## config.mk

```make
export PLATFORM = sky130hd
export DESIGN_NAME = mem_ctrl_flat
export DESIGN_NICKNAME = d
export VERILOG_FILES = /design/src/rtl/mem_ctrl_pkg.sv /design/src/rtl/mem_ctrl_if.sv /design/src/rtl/mem_ctrl_timeout_cnt.sv /design/src/rtl/mem_ctrl.sv /design/src/flat_wrapper.sv
export SDC_FILE = /design/constraint.sdc
export NUM_CORES = 1
export LEC_CHECK = 0
export ABC_AREA = 1
export BUFFER_PORTS_ARGS = -buffer_cell sky130_fd_sc_hd__buf_2
export CAP_MARGIN = 15
export CORE_MARGIN = 5
export CORE_UTILIZATION = 55
export CTS_BUF_LIST = sky130_fd_sc_hd__clkbuf_8
export CTS_CLUSTER_DIAMETER = 150
export CTS_CLUSTER_SIZE = 16
export DETAILED_ROUTE_END_ITERATION = 7
export GPL_TIMING_DRIVEN = 0
export PLACE_DENSITY_LB_ADDON = 0.3
export SLEW_MARGIN = 30
export SYNTH_ARGS = -nofsm -noshare
export SYNTH_HDL_FRONTEND = slang
export SYNTH_HIERARCHICAL = 1
export SYNTH_SLANG_ARGS = --single-unit
```

## constraint.sdc

```tcl
create_clock -name clk -period 4.16 [get_ports clk]
set_input_delay 0.208 -clock clk [delete_from_list [all_inputs] [get_ports clk]]
set_output_delay 0.208 -clock clk [all_outputs]
set_load 0.03 [all_outputs]
```

## src/rtl/mem_ctrl_pkg.sv

```systemverilog
// ============================================================================
// Module   : mem_ctrl_pkg
// Brief    : Shared types and constants for the CPU-side memory controller.
// Revision : 1.0 - initial release
// ============================================================================
`default_nettype none

package mem_ctrl_pkg;

   localparam int M_ADDR_W = 18;

   typedef enum logic [2:0] {
      ST_IDLE  = 3'd0,
      ST_RD    = 3'd1,
      ST_WR    = 3'd2,
      ST_IF_LO = 3'd3,
      ST_IF_HI = 3'd4,
      ST_DONE  = 3'd5
   } state_t;

   typedef enum logic [1:0] {
      REQ_RD = 2'd0,
      REQ_WR = 2'd1,
      REQ_IF = 2'd2
   } req_t;

   // Instruction beats address 16-bit halves: index*2 + hi, tagged into instruction space.
   function automatic logic [M_ADDR_W-1:0] fetch_addr(input logic [15:0] idx,
                                                      input logic hi,
                                                      input logic [M_ADDR_W-1:0] space_mask);
      return {1'b0, idx, hi} | space_mask;
   endfunction

endpackage

`default_nettype wire

```

## src/rtl/mem_ctrl_if.sv

```systemverilog
// ============================================================================
// Module   : mem_ctrl_if
// Brief    : CPU request port plus 16-bit external req/ack memory bus.
// Revision : 1.0 - initial release
// ============================================================================
`default_nettype none

interface mem_ctrl_if;
   import mem_ctrl_pkg::*;

   logic [15:0]         c_addr;
   logic [15:0]         c_wdata;
   logic                c_read;
   logic                c_write;
   logic                c_instr;
   logic                c_read_done;
   logic [15:0]         c_rdata;
   logic [31:0]         c_instr_data;
   logic                c_busy;
   logic                c_ready;
   logic [M_ADDR_W-1:0] m_addr;
   logic [15:0]         m_wdata;
   logic                m_req;
   logic                m_we;
   logic [15:0]         m_rdata;
   logic                m_ack;
   logic                err;

   modport slave (
      input  c_addr, c_wdata, c_read, c_write, c_instr, c_read_done, m_rdata, m_ack,
      output c_rdata, c_instr_data, c_busy, c_ready, m_addr, m_wdata, m_req, m_we, err
   );

   modport master (
      output c_addr, c_wdata, c_read, c_write, c_instr, c_read_done, m_rdata, m_ack,
      input  c_rdata, c_instr_data, c_busy, c_ready, m_addr, m_wdata, m_req, m_we, err
   );

endinterface

`default_nettype wire

```

## src/rtl/mem_ctrl_timeout_cnt.sv

```systemverilog
// ============================================================================
// Module   : timeout_cnt
// Brief    : Clearable enable counter flagging LIMIT consecutive enabled cycles.
// Revision : 1.0 - initial release
// ============================================================================
`default_nettype none

module timeout_cnt #(
   parameter int LIMIT = 255
) (
   input  logic clk,
   input  logic rst,
   input  logic clr_i,
   input  logic en_i,
   output logic tc_o
);

   localparam int            CW   = (LIMIT > 1) ? $clog2(LIMIT) : 1;
   localparam logic [CW-1:0] LAST = (LIMIT > 0) ? CW'(LIMIT - 1) : '0;

   logic [CW-1:0] cnt_q, cnt_d;

   always_comb begin
      cnt_d = cnt_q;
      if (clr_i) begin
         cnt_d = '0;
      end else if (en_i) begin
         cnt_d = cnt_q + 1'b1;
      end
   end

   always_ff @(posedge clk or negedge rst) begin
      if (!rst) begin
         cnt_q <= '0;
      end else begin
         cnt_q <= cnt_d;
      end
   end

   // A LIMIT of zero never fires.
   assign tc_o = (LIMIT > 0) && en_i && !clr_i && (cnt_q == LAST);

endmodule

`default_nettype wire

```

## src/rtl/mem_ctrl.sv

```systemverilog
// ============================================================================
// Module   : mem_ctrl
// Brief    : Latches one CPU read/write/fetch and sequences it on a req/ack bus.
// Revision : 1.0 - initial release
// ============================================================================
`default_nettype none

module mem_ctrl
   import mem_ctrl_pkg::*;
#(
   parameter int TIMEOUT   = 255,
   parameter int INSTR_BIT = 17
) (
   input logic       clk,
   input logic       rst,
   mem_ctrl_if.slave bus
);

   localparam logic [M_ADDR_W-1:0] INSTR_MASK = {{(M_ADDR_W-1){1'b0}}, 1'b1} << INSTR_BIT;

   state_t              state_q, state_d;
   req_t                type_q, type_d;
   logic [15:0]         addr_q, addr_d;
   logic [15:0]         wdata_q, wdata_d;
   logic [15:0]         rdata_q, rdata_d;
   logic [31:0]         instr_q, instr_d;
   logic                m_req_q, m_req_d;
   logic                err_q, err_d;
   logic                w_beat;
   logic                w_tmo;
   logic                w_busy;
   logic [M_ADDR_W-1:0] w_m_addr;
   logic [15:0]         w_m_wdata;
   logic                w_m_we;

   // An ack only counts while the request is actually on the bus.
   assign w_beat = m_req_q & bus.m_ack;
   assign w_busy = (state_q == ST_RD) || (state_q == ST_WR) ||
                   (state_q == ST_IF_LO) || (state_q == ST_IF_HI);

   timeout_cnt #(
      .LIMIT (TIMEOUT)
   ) u_timeout_cnt (
      .clk   (clk),
      .rst   (rst),
      .clr_i (!m_req_q || w_beat),
      .en_i  (m_req_q),
      .tc_o  (w_tmo)
   );

   always_comb begin
      state_d = state_q;
      type_d  = type_q;
      addr_d  = addr_q;
      wdata_d = wdata_q;
      rdata_d = rdata_q;
      instr_d = instr_q;
      m_req_d = m_req_q;
      err_d   = err_q;
      unique case (state_q)
         ST_IDLE: begin
            if (bus.c_write) begin
               type_d  = REQ_WR;
               state_d = ST_WR;
            end else if (bus.c_read && bus.c_instr) begin
               type_d  = REQ_IF;
               state_d = ST_IF_LO;
            end else if (bus.c_read) begin
               type_d  = REQ_RD;
               state_d = ST_RD;
            end
            if (bus.c_write || bus.c_read) begin
               addr_d  = bus.c_addr;
               wdata_d = bus.c_wdata;
               m_req_d = 1'b1;
            end
         end
         ST_RD, ST_WR, ST_IF_LO, ST_IF_HI: begin
            if (w_beat) begin
               m_req_d = 1'b0;
               state_d = ST_DONE;
               if (state_q == ST_RD) begin
                  rdata_d = bus.m_rdata;
               end
               if (state_q == ST_IF_LO) begin
                  instr_d[15:0] = bus.m_rdata;
                  state_d       = ST_IF_HI;
               end
               if (state_q == ST_IF_HI) begin
                  instr_d[31:16] = bus.m_rdata;
               end
            end else if (w_tmo) begin
               m_req_d = 1'b0;
               err_d   = 1'b1;
               state_d = ST_DONE;
            end else if (!m_req_q) begin
               // First IF_HI cycle: the request was dropped after the low beat.
               m_req_d = 1'b1;
            end
         end
         ST_DONE: begin
            if ((type_q == REQ_WR) || bus.c_read_done) begin
               state_d = ST_IDLE;
            end
         end
         default: begin
            state_d = ST_IDLE;
            m_req_d = 1'b0;
         end
      endcase
   end

   always_ff @(posedge clk or negedge rst) begin
      if (!rst) begin
         state_q <= ST_IDLE;
         type_q  <= REQ_RD;
         addr_q  <= '0;
         wdata_q <= '0;
         rdata_q <= '0;
         instr_q <= '0;
         m_req_q <= 1'b0;
         err_q   <= 1'b0;
      end else begin
         state_q <= state_d;
         type_q  <= type_d;
         addr_q  <= addr_d;
         wdata_q <= wdata_d;
         rdata_q <= rdata_d;
         instr_q <= instr_d;
         m_req_q <= m_req_d;
         err_q   <= err_d;
      end
   end

   always_comb begin
      w_m_addr  = '0;
      w_m_wdata = '0;
      w_m_we    = 1'b0;
      unique case (state_q)
         ST_RD:    w_m_addr = {2'b00, addr_q};
         ST_WR: begin
            w_m_addr  = {2'b00, addr_q};
            w_m_wdata = wdata_q;
            w_m_we    = 1'b1;
         end
         ST_IF_LO: w_m_addr = fetch_addr(addr_q, 1'b0, INSTR_MASK);
         ST_IF_HI: w_m_addr = fetch_addr(addr_q, 1'b1, INSTR_MASK);
         default:  w_m_addr = '0;
      endcase
   end

   assign bus.m_addr       = w_m_addr;
   assign bus.m_wdata      = w_m_wdata;
   assign bus.m_we         = w_m_we;
   assign bus.m_req        = m_req_q;
   assign bus.c_busy       = w_busy;
   assign bus.c_ready      = (state_q == ST_DONE);
   assign bus.c_rdata      = rdata_q;
   assign bus.c_instr_data = instr_q;
   assign bus.err          = err_q;

endmodule

`default_nettype wire

```

## src/flat_wrapper.sv

```systemverilog
// flat-port wrapper written by rule: the top's interface ports become plain ports
module mem_ctrl_flat import mem_ctrl_pkg::*;
#(
   parameter int TIMEOUT   = 255,
   parameter int INSTR_BIT = 17
)
  (clk, rst, bus_c_addr, bus_c_wdata, bus_c_read, bus_c_write, bus_c_instr, bus_c_read_done, bus_m_rdata, bus_m_ack, bus_c_rdata, bus_c_instr_data, bus_c_busy, bus_c_ready, bus_m_addr, bus_m_wdata, bus_m_req, bus_m_we, bus_err);
  mem_ctrl_if bus_i ();
  input logic clk;
  input logic rst;
  input wire logic [$bits(bus_i.c_addr)-1:0] bus_c_addr;
  input wire logic [$bits(bus_i.c_wdata)-1:0] bus_c_wdata;
  input wire logic [$bits(bus_i.c_read)-1:0] bus_c_read;
  input wire logic [$bits(bus_i.c_write)-1:0] bus_c_write;
  input wire logic [$bits(bus_i.c_instr)-1:0] bus_c_instr;
  input wire logic [$bits(bus_i.c_read_done)-1:0] bus_c_read_done;
  input wire logic [$bits(bus_i.m_rdata)-1:0] bus_m_rdata;
  input wire logic [$bits(bus_i.m_ack)-1:0] bus_m_ack;
  output wire logic [$bits(bus_i.c_rdata)-1:0] bus_c_rdata;
  output wire logic [$bits(bus_i.c_instr_data)-1:0] bus_c_instr_data;
  output wire logic [$bits(bus_i.c_busy)-1:0] bus_c_busy;
  output wire logic [$bits(bus_i.c_ready)-1:0] bus_c_ready;
  output wire logic [$bits(bus_i.m_addr)-1:0] bus_m_addr;
  output wire logic [$bits(bus_i.m_wdata)-1:0] bus_m_wdata;
  output wire logic [$bits(bus_i.m_req)-1:0] bus_m_req;
  output wire logic [$bits(bus_i.m_we)-1:0] bus_m_we;
  output wire logic [$bits(bus_i.err)-1:0] bus_err;
  assign bus_i.c_addr = bus_c_addr;
  assign bus_i.c_wdata = bus_c_wdata;
  assign bus_i.c_read = bus_c_read;
  assign bus_i.c_write = bus_c_write;
  assign bus_i.c_instr = bus_c_instr;
  assign bus_i.c_read_done = bus_c_read_done;
  assign bus_i.m_rdata = bus_m_rdata;
  assign bus_i.m_ack = bus_m_ack;
  assign bus_c_rdata = bus_i.c_rdata;
  assign bus_c_instr_data = bus_i.c_instr_data;
  assign bus_c_busy = bus_i.c_busy;
  assign bus_c_ready = bus_i.c_ready;
  assign bus_m_addr = bus_i.m_addr;
  assign bus_m_wdata = bus_i.m_wdata;
  assign bus_m_req = bus_i.m_req;
  assign bus_m_we = bus_i.m_we;
  assign bus_err = bus_i.err;
  mem_ctrl #(.TIMEOUT(TIMEOUT), .INSTR_BIT(INSTR_BIT)) u_core (.clk(clk), .rst(rst), .bus(bus_i));
endmodule
```

; ---- Yosys cells after proc, flatten, opt, wreduce, memory -nomap -nowiden
; Cells that the tools add are included.
[word_totals]
in_bits = 55
output_inout_bits = 87
regBits = 95
[op_classes]
n_eq_ne = 11
n_reduce_logical = 24
n_mux = 20
bitwise_logic = 3
add_sub_neg = 1
[ops]
columns = cell, count
row1 = $pmux W18 S3, 1
row2 = $mux W3, 6
row3 = $mux W16, 1
row4 = $mux W8, 2
row5 = $reduce_and A3 Y1, 5
row6 = $pmux W3 S3, 1
row7 = $add A8 B1 Y8 const B, 1
row8 = $eq A8 B8 Y1 const B, 1
row9 = $eq A3 B2 Y1 const B, 2
row10 = $eq A3 B3 Y1 const B, 2
row11 = $logic_or A1 B1 Y1, 6
row12 = $mux W2, 3
row13 = $reduce_and A2 Y1, 3
row14 = $mux W1, 5
row15 = $ne A2 B1 Y1 const B, 2
row16 = $ne A4 B3 Y1 const B, 1
row17 = $reduce_or A4 Y1, 1
row18 = $eq A3 B1 Y1 const B, 1
row19 = $logic_and A1 B1 Y1, 3
row20 = $logic_not A3 Y1, 1
row21 = $ne A3 B2 Y1 const B, 1
row22 = $pmux W1 S3, 1
row23 = $reduce_bool A3 Y1, 1
row24 = $eq A2 B1 Y1 const B, 1
row25 = other kinds (5), 7

; ---- Depth between registers and ports, before layout
[logic_depth]
ltp_word = 8
mapped_depth = 10
mapped_depth_nobuf = 10

; ---- Cells and area by module
; Netlist, hierarchy kept.
[modules_own_cells]
columns = module, n_inst, seq_area_each_um2, area_each_um2, cells_each
row1 = mem_ctrl, 1, 2177.1, 3794.9, 413
row2 = timeout_cnt, 1, 200.2, 430.4, 53

; ---- Least setup slack after synthesis
; No wires, ideal clock.
[synth_timing]
path_kind = reg-to-reg
start = register u_core.m_req_q (netlist: u_core/bus.m_req)
end = register u_core.state_q[0]
n_path_buf = 0
path_stages_with_launch = 11
t_required_ns = 4.042
slack_ns = 2.288
synth_period_minus_slack_ns = 1.872
arrival_ns = 1.754
cell_sequence = dfrtp_1 > inv_1 > or2_2 > inv_1 > nand3_1 > nor3_1 > nor2_1 > nand2_1 > nand2_1 > nand2_1 > nand2_1
[synth_via]
elab_chain_cells = 7
elab_cells_between_ends = 10
[synth_lines]
columns = item, line_no
row1 = "start, declared", mem_ctrl.sv:27  ; logic m_req_q, m_req_d;
row2 = "start signal, assigned", mem_ctrl.sv:130  ; m_req_q <= m_req_d;
row3 = $and A1 B1 Y1 or $logic_not A1 Y1 (tied branches), "mem_ctrl.sv:37, mem_ctrl.sv:46"
row4 = $logic_or A1 B1 Y1, mem_ctrl.sv:46  ; .clr_i (!m_req_q || w_beat),
row5 = $logic_not A1 Y1, mem_ctrl_timeout_cnt.sv:41  ; assign tc_o = (LIMIT > 0) && en_i && !clr_i && (cnt_q == LAST);
row6 = $logic_and A1 B1 Y1 * (2 in series), mem_ctrl_timeout_cnt.sv:41
row7 = via u_core.w_tmo, mem_ctrl.sv:30  ; logic w_tmo;
row8 = $ne A3 B2 Y1 (no source line) *, --
row9 = $reduce_and A3 Y1 (no source line) *, --
row10 = "end signal, assigned", mem_ctrl.sv:124  ; state_q <= state_d;
row11 = "end, declared", mem_ctrl.sv:21  ; state_t state_q, state_d;
; Mark *: on every way through the listed nets, which the timed path passes. The rest lies on a longest branch.
; A chain may end at the register's enable or synchronous reset.

; ---- Worst setup path after layout
[layout_timing]
start = register u_core.state_q[2]
end = output bus_m_addr[11]
[layout_via]
elab_chain_cells = 3
elab_cells_between_ends = 6
[layout_lines]
columns = item, line_no
row1 = $eq A3 B2 Y1 or $eq A3 B1 Y1 (tied branches), mem_ctrl.sv:139  ; unique case (state_q)
row2 = $reduce_or A2 Y1 (no source line), --
row3 = $pmux W18 S3 *, mem_ctrl.sv:139
row4 = "end, declared", flat_wrapper.sv:23  ; output wire logic [$bits(bus_i.m_addr)-1:0] bus_m_addr;
; Mark *: on every way between the ends. The rest lies on a longest branch, timed or not.

==> out/qor.yml <==
grt_pass1_wl_mm: 16.9
worstPathMaxFanout: 10
start_kind: "flop"
syn_inst: 466
cts_tree: "built"
cts.sinks: 95
relSlewSlack: 0.680
die-area_um2: 9540
netlist_area_um2: 4230
max_freq_mhz: 476
cp.required_ns: 3.95
synth_cell_types: 29
path_clk_slew_ns: 0.09
insertion_delay_ns: 0.36
n_antenna_cell: 0
crit_top_cell: "inv_2"
cts_buffers: 9
globalplace.congestion: 0.889
grt_usage: 0.218
drc: 0
hpwl_mm: 7.68
max-cap-violations: 0
yosys_warnings: 6
tns_ns: 0
stdcell_area_um2: 5310
grt_max_degree: 51
finalHoldViolCount: 0
start_util: 0.555
seq_area_frac_synth: 0.563
die_x_um: 97.7
hp-class: "input port to flop"
ir_drop_mv: 0.493
vias: 3660
coreArea_um2: 7610
cts.path.max_buffers: 2
antenna_left: 0
viasPerCell: 5.03
wl_per_cell_um: 14.1
overflow: 0
synth_nets: 523
worst_path_max_delay_cell: "dfrtp_1"
post_cts_buffers: 0
num_rows: 32
cts-resized-gates: 0
setup_viol: 0
grt_pass1_vias: 3687
cts_max_level: 3
drive_above_1_share: 0.354
powerDensity_nw_per_um2: 850
die_y_um: 97.7
post_dp_cell_area_um2: 5090
whs_ns: 0.0548
final_core_util: 0.697
drt_iter0_drc: 143
period_share: 0.505
cp.arrival_ns: 1.89
crit_type: "flop to primary output"
p_total_mw: 4.51
slowest_delay_ns: 0.46
dr.pass1.iters: 4
clock_skew_ns: 0.0119
power.leakage_nw: 2.94
rsz0062_at_grt: "no"
routed_wl_mm: 10.3
worstSetupEndpointType: "primary output"
slew_viol_final: 0
io_buffers: 141
ys_ff_latch: 95
clockRootBuffer: "clkbuf_8"
run_status: "completed"
path_cells: "inv_2, nand3_2, nand2_1, inv_2, buf_6, o22ai_1, buf_2"
antenna_found_initial: 0
ios: 142
postSynthAreaPerCell_um2: 9.07
tightest_slew_ns: 0.480
num-nets-final: 677
fin_crit_ns: 2.10
areaGrowthSynthToFinish_pct: 25.6
-- registers in the layout, summed over array words and instances (netlist names) --
signal	count
u_core/addr_q	16
u_core/bus.c_instr_data	32
u_core/bus.c_rdata	16
u_core/bus.err	1
u_core/bus.m_req	1
u_core/state_q	3
u_core/type_q	2
u_core/u_timeout_cnt/cnt_q	8
u_core/wdata_q	16
-- cell type report --
cell class              count  area (µm²)
flip-flops and latches     95        2380
fillers                   626        2300
multi-input cells         278        1410
repair buffers            143         749
inverters                  73         279
plain buffers              20         161
well taps                 102         128
clock buffers               9         124
clock inverters             7        78.8
-- worst max-delay path, delay by kind of cell, from the launching register on --
kind / cells / cell delay (ns)
simple gates: 2 / 0.34
compound gates: 1 / 0.16
buf+inv: 4 / 0.59
flops: 1 / 0.46
-- stage by stage --
| stage | std cells | worst slack (ns) |
|---|---|---|
| 2_1_floorplan | 466 | 2.29 |
| 3_3_place_gp | 709 | 2.00 |
| 3_5_place_dp | 710 | 2.24 |
| 4_1_cts | 727 | 2.04 |
| 5_1_grt | 727 | 1.94 |
| 6_report | 727 | 2.06 |
-- power breakdown --
| part | internal [mW] | switching (mW) |
|---|---|---|
| clock | 0.285 | 0.329 |
| sequential | 1.31 | 0.197 |
| combinational | 0.734 | 1.65 |
| total | 2.33 | 2.18 |
-- synth_stat cells --
master / n / area [µm²]
nand4_2: 1 / 12.5
nor2_1: 29 / 109
nand2_4: 2 / 22.5
clkbuf_1: 2 / 7.51
o21ai_0: 39 / 195
a21oi_1: 4 / 20.0
inv_2: 3 / 11.3
buf_2: 8 / 40.0
a211oi_1: 1 / 7.51
nand2_1: 114 / 428
clkbuf_2: 1 / 5.00
dfrtp_1: 95 / 2380
nand4_1: 2 / 12.5
buf_8: 2 / 30.0
a31o_2: 1 / 8.76
buf_6: 7 / 78.8
nand3_2: 1 / 10.0
ha_1: 2 / 25.0
or2_2: 1 / 6.26
inv_1: 68 / 255
o22ai_1: 16 / 100
nor3_1: 3 / 15.0
nor2_4: 2 / 22.5
nor2_2: 1 / 6.26
nand3_1: 9 / 45.0
o21ai_2: 29 / 254
o21ai_1: 19 / 95.1
nand2_2: 2 / 12.5
inv_4: 2 / 12.5
-- kinds of logic (layout without fill, tap and decap cells) --
group	after synthesis	after routing	share of synthesized area
AND/OR/NAND/NOR	167	167	0.166
AO/OA/AOI/OAI	109	109	0.161
flip-flops	95	95	0.563
buffers and inverters	93	252	0.104
adder cells (fa/ha/maj)	2	2	0.00592
-- final timing paths --
kind,to,slack (ns),start,cells past startpoint
max,bus_m_addr[11],2.06,u_core/state_q[2],7
min,u_core/wdata_q[13],0.05,bus_c_wdata[13],3
max reg2reg,u_core/state_q[2],2.19,u_core/bus.m_req,10
min reg2reg,u_core/bus.c_instr_data[18],0.49,u_core/bus.c_instr_data[18],2
max in group asynchronous,u_core/state_q[1],3.23,rst,3
min in group asynchronous,u_core/wdata_q[6],0.34,rst,2
-- metal layers --
layer,share of wire,global-route usage,routed length (µm),vias up
li1,-,-,-,1787
met1,0.42,0.275,4370,1736
met4,0.017,0.0895,171,0
met3,0.077,0.0639,794,15
met2,0.48,0.351,4950,122
met5,0,0,0,-
-- timing repair --
action,CTS,global route
endpoints found under the setup margin,0,0
endpoints found under the hold margin,45,0
hold buffers,1,0
-- cells in the final DEF, fill, tap and decap left out, types with 2 or more instances in the layout --
master      instances
inv_1              68
nand2_1           114
nand2_2             2
nand4_1             2
o22ai_1            16
nand2_4             2
clkbuf_8            9
nor2_1             29
o21ai_2            29
a21oi_1             4
nor3_1              3
buf_6               8
inv_4               2
inv_2               3
clkbuf_1            2
o21ai_0            39
inv_6               2
buf_2             148
nor2_4              2
nand3_1             9
clkinvlp_4          2
buf_8               2
ha_1                2
dfrtp_1            95
o21ai_1            19
Power figures use the tool's default switching activity.
